**src/rtl/div_unit.sv**
```systemverilog
// Iterative RV32M divider (DIV/DIVU/REM/REMU): one restoring step per cycle,
// sign fix-up through the same 2-bit-slice adder, valid/ready on both sides.

module adder_mod #(
  parameter int W = 34
) (
  input  logic [W-1:0] a_i,
  input  logic [W-1:0] b_i,
  output logic [W-1:0] sum_o
);
  localparam int NS = W / 2;
  logic [NS-1:0] carry;

  assign carry[0] = 1'b0;

  for (genvar gi = 0; gi < NS; gi++) begin : g_slice
    if (gi == NS - 1) begin : g_last
      assign sum_o[2*gi+1:2*gi] = a_i[2*gi+1:2*gi] + b_i[2*gi+1:2*gi] + {1'b0, carry[gi]};
    end else begin : g_mid
      logic [2:0] slice;
      assign slice = {1'b0, a_i[2*gi+1:2*gi]} + {1'b0, b_i[2*gi+1:2*gi]} + {2'b00, carry[gi]};
      assign sum_o[2*gi+1:2*gi] = slice[1:0];
      assign carry[gi+1]        = slice[2];
    end
  end
endmodule

module div_unit #(
  parameter int WIDTH = 32
) (
  input  logic             i_clk,
  input  logic             i_reset_n,
  input  logic             i_valid,
  output logic             o_ready,
  input  logic [1:0]       i_op,
  input  logic [WIDTH-1:0] i_dividend,
  input  logic [WIDTH-1:0] i_divisor,
  input  logic             i_flush,
  output logic             o_valid,
  input  logic             i_ready,
  output logic [WIDTH-1:0] o_result,
  output logic             o_busy
);
  localparam int AW = WIDTH + 2;
  localparam int CW = (WIDTH > 2) ? $clog2(WIDTH) : 1;

  typedef enum logic [1:0] {IDLE, CALC, FIX, DONE} state_t;

  state_t           state_q;
  logic             op_rem_q;
  logic             signed_q;
  logic             dvd_neg_q;
  logic             dvs_neg_q;
  logic [WIDTH-1:0] r_q;
  logic [WIDTH-1:0] q_q;
  logic [AW-1:0]    neg_div_q;
  logic [CW-1:0]    cnt_q;
  logic [WIDTH-1:0] result_q;
  logic             valid_q;

  logic             is_signed_d;
  logic             dvd_neg_d;
  logic             dvs_neg_d;
  logic [WIDTH-1:0] abs_dvd_d;
  logic [WIDTH-1:0] abs_dvs_d;
  logic [AW-1:0]    neg_div_d;
  logic             div_zero_d;
  logic             overflow_d;

  logic [AW-1:0]    add_a;
  logic [AW-1:0]    add_b;
  logic [AW-1:0]    add_sum;
  logic [WIDTH-1:0] fix_x;
  logic             fix_neg;
  logic             unused_sum_bit;

  assign is_signed_d = ~i_op[0];
  assign dvd_neg_d   = is_signed_d & i_dividend[WIDTH-1];
  assign dvs_neg_d   = is_signed_d & i_divisor[WIDTH-1];
  assign abs_dvd_d   = dvd_neg_d ? (~i_dividend + 1'b1) : i_dividend;
  assign abs_dvs_d   = dvs_neg_d ? (~i_divisor + 1'b1) : i_divisor;
  assign neg_div_d   = ~{2'b00, abs_dvs_d} + 1'b1;
  assign div_zero_d  = (i_divisor == '0);
  assign overflow_d  = is_signed_d && (i_dividend == {1'b1, {(WIDTH-1){1'b0}}})
                       && (i_divisor == '1);

  // Only the selected result ever needs negating, so one adder pass suffices.
  assign fix_x   = op_rem_q ? r_q : q_q;
  assign fix_neg = signed_q & (op_rem_q ? dvd_neg_q : (dvd_neg_q ^ dvs_neg_q));

  always_comb begin
    add_a = '0;
    add_b = '0;
    case (state_q)
      CALC: begin
        add_a = {1'b0, r_q, q_q[WIDTH-1]};
        add_b = neg_div_q;
      end
      FIX: begin
        add_a = {2'b00, ~fix_x};
        add_b = AW'(1);
      end
      default: ;
    endcase
  end

  adder_mod #(.W(AW)) u_adder (
    .a_i   (add_a),
    .b_i   (add_b),
    .sum_o (add_sum)
  );

  assign unused_sum_bit = add_sum[WIDTH];

  always_ff @(posedge i_clk or negedge i_reset_n) begin
    if (!i_reset_n) begin
      state_q   <= IDLE;
      op_rem_q  <= 1'b0;
      signed_q  <= 1'b0;
      dvd_neg_q <= 1'b0;
      dvs_neg_q <= 1'b0;
      r_q       <= '0;
      q_q       <= '0;
      neg_div_q <= '0;
      cnt_q     <= '0;
      result_q  <= '0;
      valid_q   <= 1'b0;
    end else if (i_flush) begin
      state_q <= IDLE;
      valid_q <= 1'b0;
    end else begin
      case (state_q)
        IDLE: begin
          if (i_valid) begin
            op_rem_q  <= i_op[1];
            signed_q  <= is_signed_d;
            dvd_neg_q <= dvd_neg_d;
            dvs_neg_q <= dvs_neg_d;
            neg_div_q <= neg_div_d;
            if (div_zero_d) begin
              result_q <= i_op[1] ? i_dividend : '1;
              state_q  <= DONE;
            end else if (overflow_d) begin
              result_q <= i_op[1] ? '0 : i_dividend;
              state_q  <= DONE;
            end else begin
              r_q     <= '0;
              q_q     <= abs_dvd_d;
              cnt_q   <= CW'(WIDTH - 1);
              state_q <= CALC;
            end
          end
        end
        CALC: begin
          // Sign bit of S - divisor clear means the divisor fits: keep the difference.
          if (!add_sum[AW-1]) begin
            r_q <= add_sum[WIDTH-1:0];
          end else begin
            r_q <= {r_q[WIDTH-2:0], q_q[WIDTH-1]};
          end
          q_q <= {q_q[WIDTH-2:0], ~add_sum[AW-1]};
          if (cnt_q == '0) begin
            state_q <= FIX;
          end else begin
            cnt_q <= cnt_q - 1'b1;
          end
        end
        FIX: begin
          result_q <= fix_neg ? add_sum[WIDTH-1:0] : fix_x;
          valid_q  <= 1'b1;
          state_q  <= DONE;
        end
        DONE: begin
          // Special cases arrive here with valid still low; raise it one edge later.
          if (!valid_q) begin
            valid_q <= 1'b1;
          end else if (i_ready) begin
            valid_q <= 1'b0;
            state_q <= IDLE;
          end
        end
        default: state_q <= IDLE;
      endcase
    end
  end

  assign o_ready  = (state_q == IDLE);
  assign o_busy   = (state_q != IDLE);
  assign o_valid  = valid_q;
  assign o_result = result_q;

endmodule

```
**config.mk**
```make
export PLATFORM = sky130hd
export DESIGN_NAME = div_unit
export DESIGN_NICKNAME = d
export VERILOG_FILES = /design/src/rtl/div_unit.sv
export SDC_FILE = /design/constraint.sdc
export NUM_CORES = 1
export LEC_CHECK = 0
export CAP_MARGIN = 20
export CORE_ASPECT_RATIO = 0.75
export CORE_MARGIN = 5
export CORE_UTILIZATION = 55
export DETAILED_ROUTE_END_ITERATION = 16
export MAX_ROUTING_LAYER = met4
export PLACE_DENSITY = 0.77
export SLEW_MARGIN = 20
export SYNTH_ARGS = -nofsm -noshare
export SYNTH_HDL_FRONTEND = slang
export SYNTH_HIERARCHICAL = 1
export SYNTH_SLANG_ARGS = --single-unit
```
**constraint.sdc**
```tcl
create_clock -name i_clk -period 22.3 [get_ports i_clk]
set_input_delay 4.46 -clock i_clk [delete_from_list [all_inputs] [get_ports i_clk]]
set_output_delay 4.46 -clock i_clk [all_outputs]
set_load 0.01 [all_outputs]
```
==> impl_metrics.tcl <==
set metrics [dict create \
    detail_route.wl_per_cell_um 17.9 \
    cp.required_ns 22.61 \
    core-area_mm2 0.0204 \
    first_iter_violations 1063 \
    netlist_area_mm2 0.0115 \
    hold_class "reg2reg" \
    cp.arrival_ns 16.34 \
    synthCells 1436 \
    setup_viol 0 \
    drive_above_1_share_pct 7.12 \
    synthDistinctLibCells 75 \
    rsz0062_at_grt "no" \
    cts_max_path_buffers 2 \
    hold_viol_final 0 \
    ir_drop_v 0.0000962 \
    clock-root-buffer "clkbuf_16" \
    maxSlewHeadroom_pct 29.3 \
    max_freq_ghz 0.0624 \
    cts.hold.buffers_added 0 \
    worst_setup_path_end_kind "flop" \
    synthFlopType "dfrtp_1" \
    finClkSkew_ns 0.0143 \
    tightest_slew_ns 1.05 \
    r2r-start "op_rem_q" \
    cts_sinks 142 \
    period_minus_slack_ns 16.03 \
    cp-startpoint "op_rem_q" \
    fin_crit_sh_pct 71.9 \
    syn_nets 1549 \
    slowest_stage "dfrtp_2" \
    drc 0 \
    setup_tns_ns 0 \
    gp_congestion 0.971 \
    synth_area_per_cell_um2 8.02 \
    synth_seq_cells 142 \
    grt_pass1_vias 10012 \
    nets 1575 \
    cts_made_buffers 17 \
    clkTransAtPathRegs_ns 0.06 \
    first_pass_iters 8 \
    die_w_um 177 \
    grt_start_max_net_pins 97 \
    p_per_area_mw_per_mm2 106 \
    start_kind "flop" \
    cap_violations 0 \
    grt_overflow 0 \
    io_pins 106 \
    antenna_left 0 \
    vias_per_cell 6.00 \
    p_leak_nw 5.57 \
    via_count 10532 \
    die-area_mm2 0.0240 \
    crit_path_frequent_cell "fa_1" \
    critPathTopFamily "adder cells" \
    antenna_cells 0 \
    cts_tree "done" \
    cts_resized 0 \
    hp-start "neg_div_q[24]" \
    grtUsageTotal_pct 26.9 \
    place_area_mm2 0.0125 \
    path_buf_inv 1 \
    cpPeakStageDelay_ns 1.06 \
    cts_max_level 4 \
    clkLatencyLatePin_ns 0.43 \
    criticalPathCategory "reg2reg" \
    grt_pass1_wl_mm 51.0 \
    antenna_found_initial 0 \
    ys_async_sr_fraction_pct 100 \
    path_max_fanout 34 \
    initial_utilization_pct 56.4 \
    place_hpwl_mm 21.9 \
    synth-seq-area-share_pct 30.8 \
    routed_wl_mm 31.4 \
    status "complete, no violations" \
    synth_edf_count 0 \
    fp.dieH_um 135 \
    yosysWarningCount 6 \
    synthToLayoutAreaGrowth_pct 14.4 \
    drv_slew 0 \
    port_buffers 105 \
    post_cts_buffers 0 \
    stdcell_area_mm2 0.0132 \
    rows 45 \
]
-- per-stage QoR --
| step | power, mW | utilization (%) | hold WS, ns | cells | setup WS, ns |
|---|---|---|---|---|---|
| final | 1.39 | 64.5 | 0.483 | 1756 | 6.27 |
| after global routing | 1.49 | 64.5 | 0.510 | 1756 | 5.85 |
| after CTS | 1.39 | 64.5 | 0.489 | 1756 | 6.42 |
| after detailed placement | 1.08 | 61.4 | 0.468 | 1725 | 6.51 |
| after global placement | 1.06 | 61.4 | 0.459 | 1725 | 6.72 |
| after floorplan | 0.868 | - | 0.441 | 1436 | 7.06 |
-- cell usage in the layout (no fill, tap or decap), types with 36 or more instances in the layout --
cell               n
and2_1            36
nand2_1          171
nand3_1           52
xnor2_1           65
a21oi_1          161
nor2b_1           39
dfrtp_1          141
nor2_1           171
o21ai_0           75
clkdlybuf4s50_1  104
inv_1             45
-- worst min-delay path, stage by stage, from the launching register on --
cell     delay, ns
dfrtp_1       0.35
nand2_1       0.05
nand3_1       0.06
-- report_power, final --
part	switching (mW)	leakage (nW)	internal, mW
clock	0.113	0.308	0.195
sequential	0.0884	1.80	0.356
combinational	0.369	3.47	0.271
total	0.571	5.57	0.822
-- final timing paths --
kind	depth (start not counted)	endpoint	slack [ns]
worst max register to register	41	r_q[14]	6.27
max in group asynchronous	2	op_rem_q	16.94
worst max-delay path	41	r_q[14]	6.27
min in group asynchronous	1	o_result[24]	4.14
worst min-delay path	2	neg_div_q[24]	0.48
worst min register to register	2	neg_div_q[24]	0.48
-- layout make-up --
class | count | area (um2)
flip-flops and latches | 142 | 3550
well taps | 282 | 353
multi-input cells | 1136 | 7310
inverters | 45 | 169
repair buffers | 120 | 1160
clock inverters | 11 | 164
clock buffers | 20 | 467
fillers | 1709 | 7260
-- metal layers --
layer | track usage, % | share of wire, % | vias to the layer above
met3 | 5.02 | 7.6 | 46
met4 | 7.13 | 1.9 | 0
li1 | - | - | 4995
met5 | - | 0 | -
met1 | 36.8 | 44 | 5068
met2 | 41.3 | 47 | 423
-- state kept, by name, summed over array words and instances, names as in the netlist --
register	flops
op_rem_q	1
neg_div_q	34
o_valid	1
r_q	32
state_q	2
dvs_neg_q	1
dvd_neg_q	1
q_q	32
cnt_q	5
signed_q	1
o_result	32
-- cell families (layout without fill, tap and decap cells) --
group                    after synthesis  after routing  share of synthesized area, %
flip-flops                           142            142                          30.8
AO/OA/AOI/OAI                        337            337                          17.0
multiplexers                          66             66                          6.08
adder cells (fa/ha/maj)               73             73                          9.34
XOR/XNOR                              85             85                          6.59
AND/OR/NAND/NOR                      574            574                          24.0
other                                  1              1                        0.0326
buffers and inverters                158            196                          6.06
-- synth_stat cells, drive strengths merged, types with 3 or more instances --
master / count / area share, %
fa: 32 / 5.6
nor2b: 39 / 2.1
nor3b: 3 / 0.20
ha: 10 / 1.1
and3: 3 / 0.16
or2: 3 / 0.16
mux2: 32 / 3.1
o31ai: 8 / 0.52
and2: 36 / 2.0
nor4b: 3 / 0.23
a22oi: 32 / 2.1
nand2: 173 / 5.7
maj3: 31 / 2.7
nand4: 10 / 0.54
xor2: 19 / 1.4
o41ai: 7 / 0.53
o31a: 3 / 0.23
a41oi: 3 / 0.23
nand2b: 7 / 0.38
dfrtp: 142 / 31
xnor2: 65 / 4.9
a31oi: 8 / 0.43
or4: 14 / 1.0
or3: 12 / 0.65
a21oi: 162 / 7.0
nor3: 26 / 1.2
mux2i: 34 / 3.0
nand3: 53 / 2.3
clkbuf: 75 / 2.5
a211oi: 5 / 0.37
buf: 38 / 2.1
nor4: 11 / 0.89
nand3b: 5 / 0.33
inv: 45 / 1.5
nor2: 171 / 5.6
o21ai: 85 / 3.8
(Power assumes the default switching activity.)
==> edit 1, RTL diff (same settings) <==
`WIDTH`: 32 -> 16.
--- a/src/rtl/div_unit.sv
+++ b/src/rtl/div_unit.sv
@@ -27,5 +27,5 @@
 
 module div_unit #(
-  parameter int WIDTH = 32
+  parameter int WIDTH = 16
 ) (
   input  logic             i_clk,
Interface: changed (resized i_dividend, i_divisor and o_result); port bits go from 106 to 58. The function was not compared with the original's and may differ.
==> edit 1 against the unedited design <==
Worst setup slack gained 6600 ps. First-iteration DRC count shrank 54%. Final area is 48% lower. Die area decreased by 45%. Utilization shrank 0.70 points. Routed wire length shrank 50%. Worst hold slack worse by 5.9 ps. Sequential cell count is 65 lower. Synthesized cell count down 50%. Clock power fell by 48%. Power decreased by 47%. Global-route usage down 1.0 points. Critical endpoint is now r_q[1]. Area after synthesis decreased by 48%.
==> edit 1: results (changes against the unedited design) <==
set qor(detailedRoute.firstIterationViolations) 484 ;# -54%
set qor(cts_inserted_buffers) 9 ;# -8
set qor(grt_start_max_net_pins) 78 ;# -20%
set qor(timing.critical_path.slowest_cell_delay_ps) 950 ;# -110 ps
set qor(first_pass_grt_wire_length_um) 26200 ;# -49%
set qor(dp.cells) 869 ;# -50%
set qor(post_synth_inst_count) 719 ;# -50%
set qor(share_of_final_layout_standard_cells_stronger_than_drive_strength_1_pct) 6.04 ;# -1.1 points
set qor(clock-skew-final_ps) 5.02 ;# -9.26 ps
set qor(buffer_ports.inserted) 57 ;# -46%
set qor(placed_area_um2) 6560 ;# -48%
set qor(ys_seq_area_share_pct) 32.0 ;# +1.2 points
set qor(via_count) 5441 ;# -48%
set qor(hp-start) {neg_div_q[10]}
set qor(power.share.combinational_pct) 46.4 ;# +0.4 points
set qor(worstPathArrival_ps) 9650 ;# -6690 ps
set qor(cts_post_setup_buffers_inserted) 0 ;# unchanged
set qor(place.gp.congestion) 0.901 ;# -7.3%
set qor(startpoint) {state_q[0]}
set qor(worst_min_delay_path_endpoint) {neg_div_q[10]}
set qor(synth.top_cells.by_area) {sky130_fd_sc_hd__dfrtp_1, sky130_fd_sc_hd__mux2i_1, sky130_fd_sc_hd__nand2_1}
set qor(finalNonFillerCells) 885 ;# -50%
set qor(powerSeq_uw) 234 ;# -47%
set qor(detailedPlacementHpwl_um) 11200 ;# -49%
set qor(clkLatencyLatePin_ps) 340 ;# -90 ps
set qor(number_of_detailed_routing_iterations_run_before_antenna_repair) 5 ;# -3
set qor(power_uw) 738 ;# -47%
set qor(h_tree_depth) 3 ;# -1
set qor(holdCritPathClass) {flop to flop}
set qor(totalWireLength_um) 15700 ;# -50%
set qor(fill_cells) 910 ;# -47%
set qor(synthDistinctLibCells) 62 ;# -17%
set qor(p_int_uw) 436 ;# -47%
set qor(largest_register_ff_count) 18 ;# -47%
set qor(first_global_vias) 5238 ;# -48%
set qor(worst-r2r-cell-count) 23 ;# -44%
set qor(ys_async_sr_fraction_pct) 100 ;# unchanged
set qor(p_leak_uw) 0.00296 ;# -47%
set qor(max_slew_margin_pct) 26.8 ;# -2.4 points
set qor(post_synth_xor_area_fraction_pct) 5.35 ;# -1.2 points
set qor(worstReg2RegEnd) {r_q[1]}
set qor(synth.area.mux_share_pct) 7.26 ;# +1.2 points
set qor(synthTopCellsByCount) {sky130_fd_sc_hd__nand2_1, sky130_fd_sc_hd__dfrtp_1, sky130_fd_sc_hd__nor2_1}
set qor(outcome) {finished, final reports clean}
set qor(crit_slowest_cell) {sky130_fd_sc_hd__xor3_1}
set qor(synth_compound_area_share_pct) 19.6 ;# +2.6 points
set qor(groute.usage.overall_pct) 25.9 ;# -1.0 points
set qor(worstPathMaxFanout) 18 ;# -47%
set qor(timing.final.crit_period_ps) 9410 ;# -6620 ps
## edit 1: area by class of cell
class                      instances  area [µm²]  area share (%)
multi-input combinational        562        3760            54.4
clock inverter                     4        70.1            1.02
clock buffer                      12         256            3.72
timing repair buffer              62         609            8.83
tap                              140         175            2.54
inverter                          28         105            1.52
sequential                        77        1930            27.9
## edit 1: worst max-delay path: cells and delay by family, from the launching register on
family / cells / cell delay, ps
compound gates: 1 / 250
xor+xnor: 1 / 950
fa+ha+maj: 18 / 7210
buf+inv: 1 / 90
flops: 1 / 380
mux: 1 / 200
simple gates: 1 / 220
## edit 1: per-layer routing
metal / vias to the layer above / part of all wire [%] / global-route usage, %
li1: 2554 / - / -
met2: 188 / 48 / 39.6
met1: 2671 / 45 / 35.4
met3: 28 / 5.3 / 4.45
met4: 0 / 1.9 / 7.83
met5: - / 0 / -
==> edit 2, RTL diff (config.mk and constraints unchanged) <==
Without the edit above. Reset style: synchronous (`i_reset_n`), changed in one clocked block.
--- a/src/rtl/div_unit.sv
+++ b/src/rtl/div_unit.sv
@@ -113,5 +113,5 @@
   assign unused_sum_bit = add_sum[WIDTH];
 
-  always_ff @(posedge i_clk or negedge i_reset_n) begin
+  always_ff @(posedge i_clk) begin
     if (!i_reset_n) begin
       state_q   <= IDLE;
Formal check against the unedited RTL: differs if i_reset_n is asserted again (counterexample within 4 cycles, from zero or initial values and one cycle with i_reset_n low); with i_reset_n held inactive, the same outputs for 4 cycles.
==> edit 2 against the unedited design <==
Worst setup slack improved by 450 ps. Final area decreased by 2.3%. Highest routed layer unchanged. Area after synthesis decreased by 1.9%. Routed wire length increased by 3.2%. Count of clock-buffer cells in the layout decreased by 1. Global-route usage increased by 0.84 points. Sequential cell count unchanged. Clock skew decreased by 1.1 ps.
Power is not compared: it rests on default switching activity, and its combinational part moved more than twofold at a synthesized area within 25%.
==> edit 2: results (changes against the unedited design) <==
set qor(first_pass_grt_wire_length_um) 52700 ;# +3.3%
set qor(nNetsFinal) 1613 ;# +2.4%
set qor(first_global_vias) 10200 ;# +1.6%
set qor(totalWireLength_um) 32500 ;# +3.2%
set qor(ys_seq_area_share_pct) 25.1 ;# -5.7 points
set qor(post_synth_fa_ha_maj_area_fraction_pct) 6.95 ;# -2.4 points
set qor(register_area_um2) 2840 ;# -20%
set qor(finalNonFillerCells) 1771 ;# +0.85%
set qor(synth_flop_cell) {sky130_fd_sc_hd__dfxtp_1}
set qor(wl_met1_um) 14600 ;# +6.6%
set qor(dp.cells) 1739 ;# +0.81%
set qor(post_synth_xor_area_fraction_pct) 6.41 ;# -0.18 points
set qor(num-nonclk-buffers) 121 ;# +0.83%
set qor(use_met1_pct) 37.7 ;# +0.93 points
set qor(pre_cts_slack_ps) 6880 ;# +375 ps
set qor(clockNetworkAreaShare_pct) 4.90 ;# +0.11 points
set qor(outcome) {finished, final reports clean}
set qor(max_slew_margin_pct) 26.8 ;# -2.5 points
set qor(groute.usage.overall_pct) 27.7 ;# +0.84 points
set qor(worst-r2r-cell-count) 42 ;# +2.4%
set qor(worst_min_delay_path_endpoint) {neg_div_q[7]}
set qor(design.core.area_um2) 20200 ;# -1.1%
set qor(detailedRoute.firstIterationViolations) 1053 ;# -0.94%
set qor(hold-worst-slack_ps) 455 ;# -28.1 ps
set qor(fmax_ghz) 0.0642 ;# +2.9%
set qor(global_route.usage.met2_pct) 42.0 ;# +0.73 points
set qor(use_met3_pct) 5.61 ;# +0.58 points
set qor(timing.critical_path.slowest_cell_delay_ps) 440 ;# -620 ps
set qor(syn-mean-instance-area_um2) 7.58 ;# -5.6%
set qor(clock_buffers) 19 ;# -5.0%
set qor(regToRegStartpoint) {state_q[0]}
set qor(synth_compound_area_share_pct) 22.6 ;# +5.6 points
set qor(hp-start) {neg_div_q[7]}
set qor(synthTopCellsByCount) {sky130_fd_sc_hd__nand2_1, sky130_fd_sc_hd__nor2_1, sky130_fd_sc_hd__a21oi_1}
==> edit 2: where the power goes <==
group | total (µW) | switching (µW) | internal (µW) | leakage (µW)
combinational | 126 | 76.8 | 49.5 | 0.00291
sequential | 270 | 6.83 | 263 | 0.00115
clock | 307 | 123 | 185 | 0.000309
total | 703 | 207 | 497 | 0.00438
==> edit 2: critical path: cells and delay by family (launching register included) <==
family	cells	cell delay [ps]
buffers and inverters	3	780
xor gates and xnor gates	1	370
muxes	1	400
adders and majority gates	34	13060
AOI/OAI and AO/OA	1	80
DFF	1	440
and+or+nand+nor	2	260
==> edit 2: kinds of logic (layout without fill, tap and decap cells) <==
logic type / count (synthesis) / after routing
multiplexers: 74 / 74
adder cells (fa/ha/maj): 44 / 44
AND/OR/NAND/NOR: 597 / 597
buffers and inverters: 148 / 169
flip-flops: 142 / 142
XOR/XNOR: 81 / 81
AO/OA/AOI/OAI: 405 / 405
other: 1 / 1
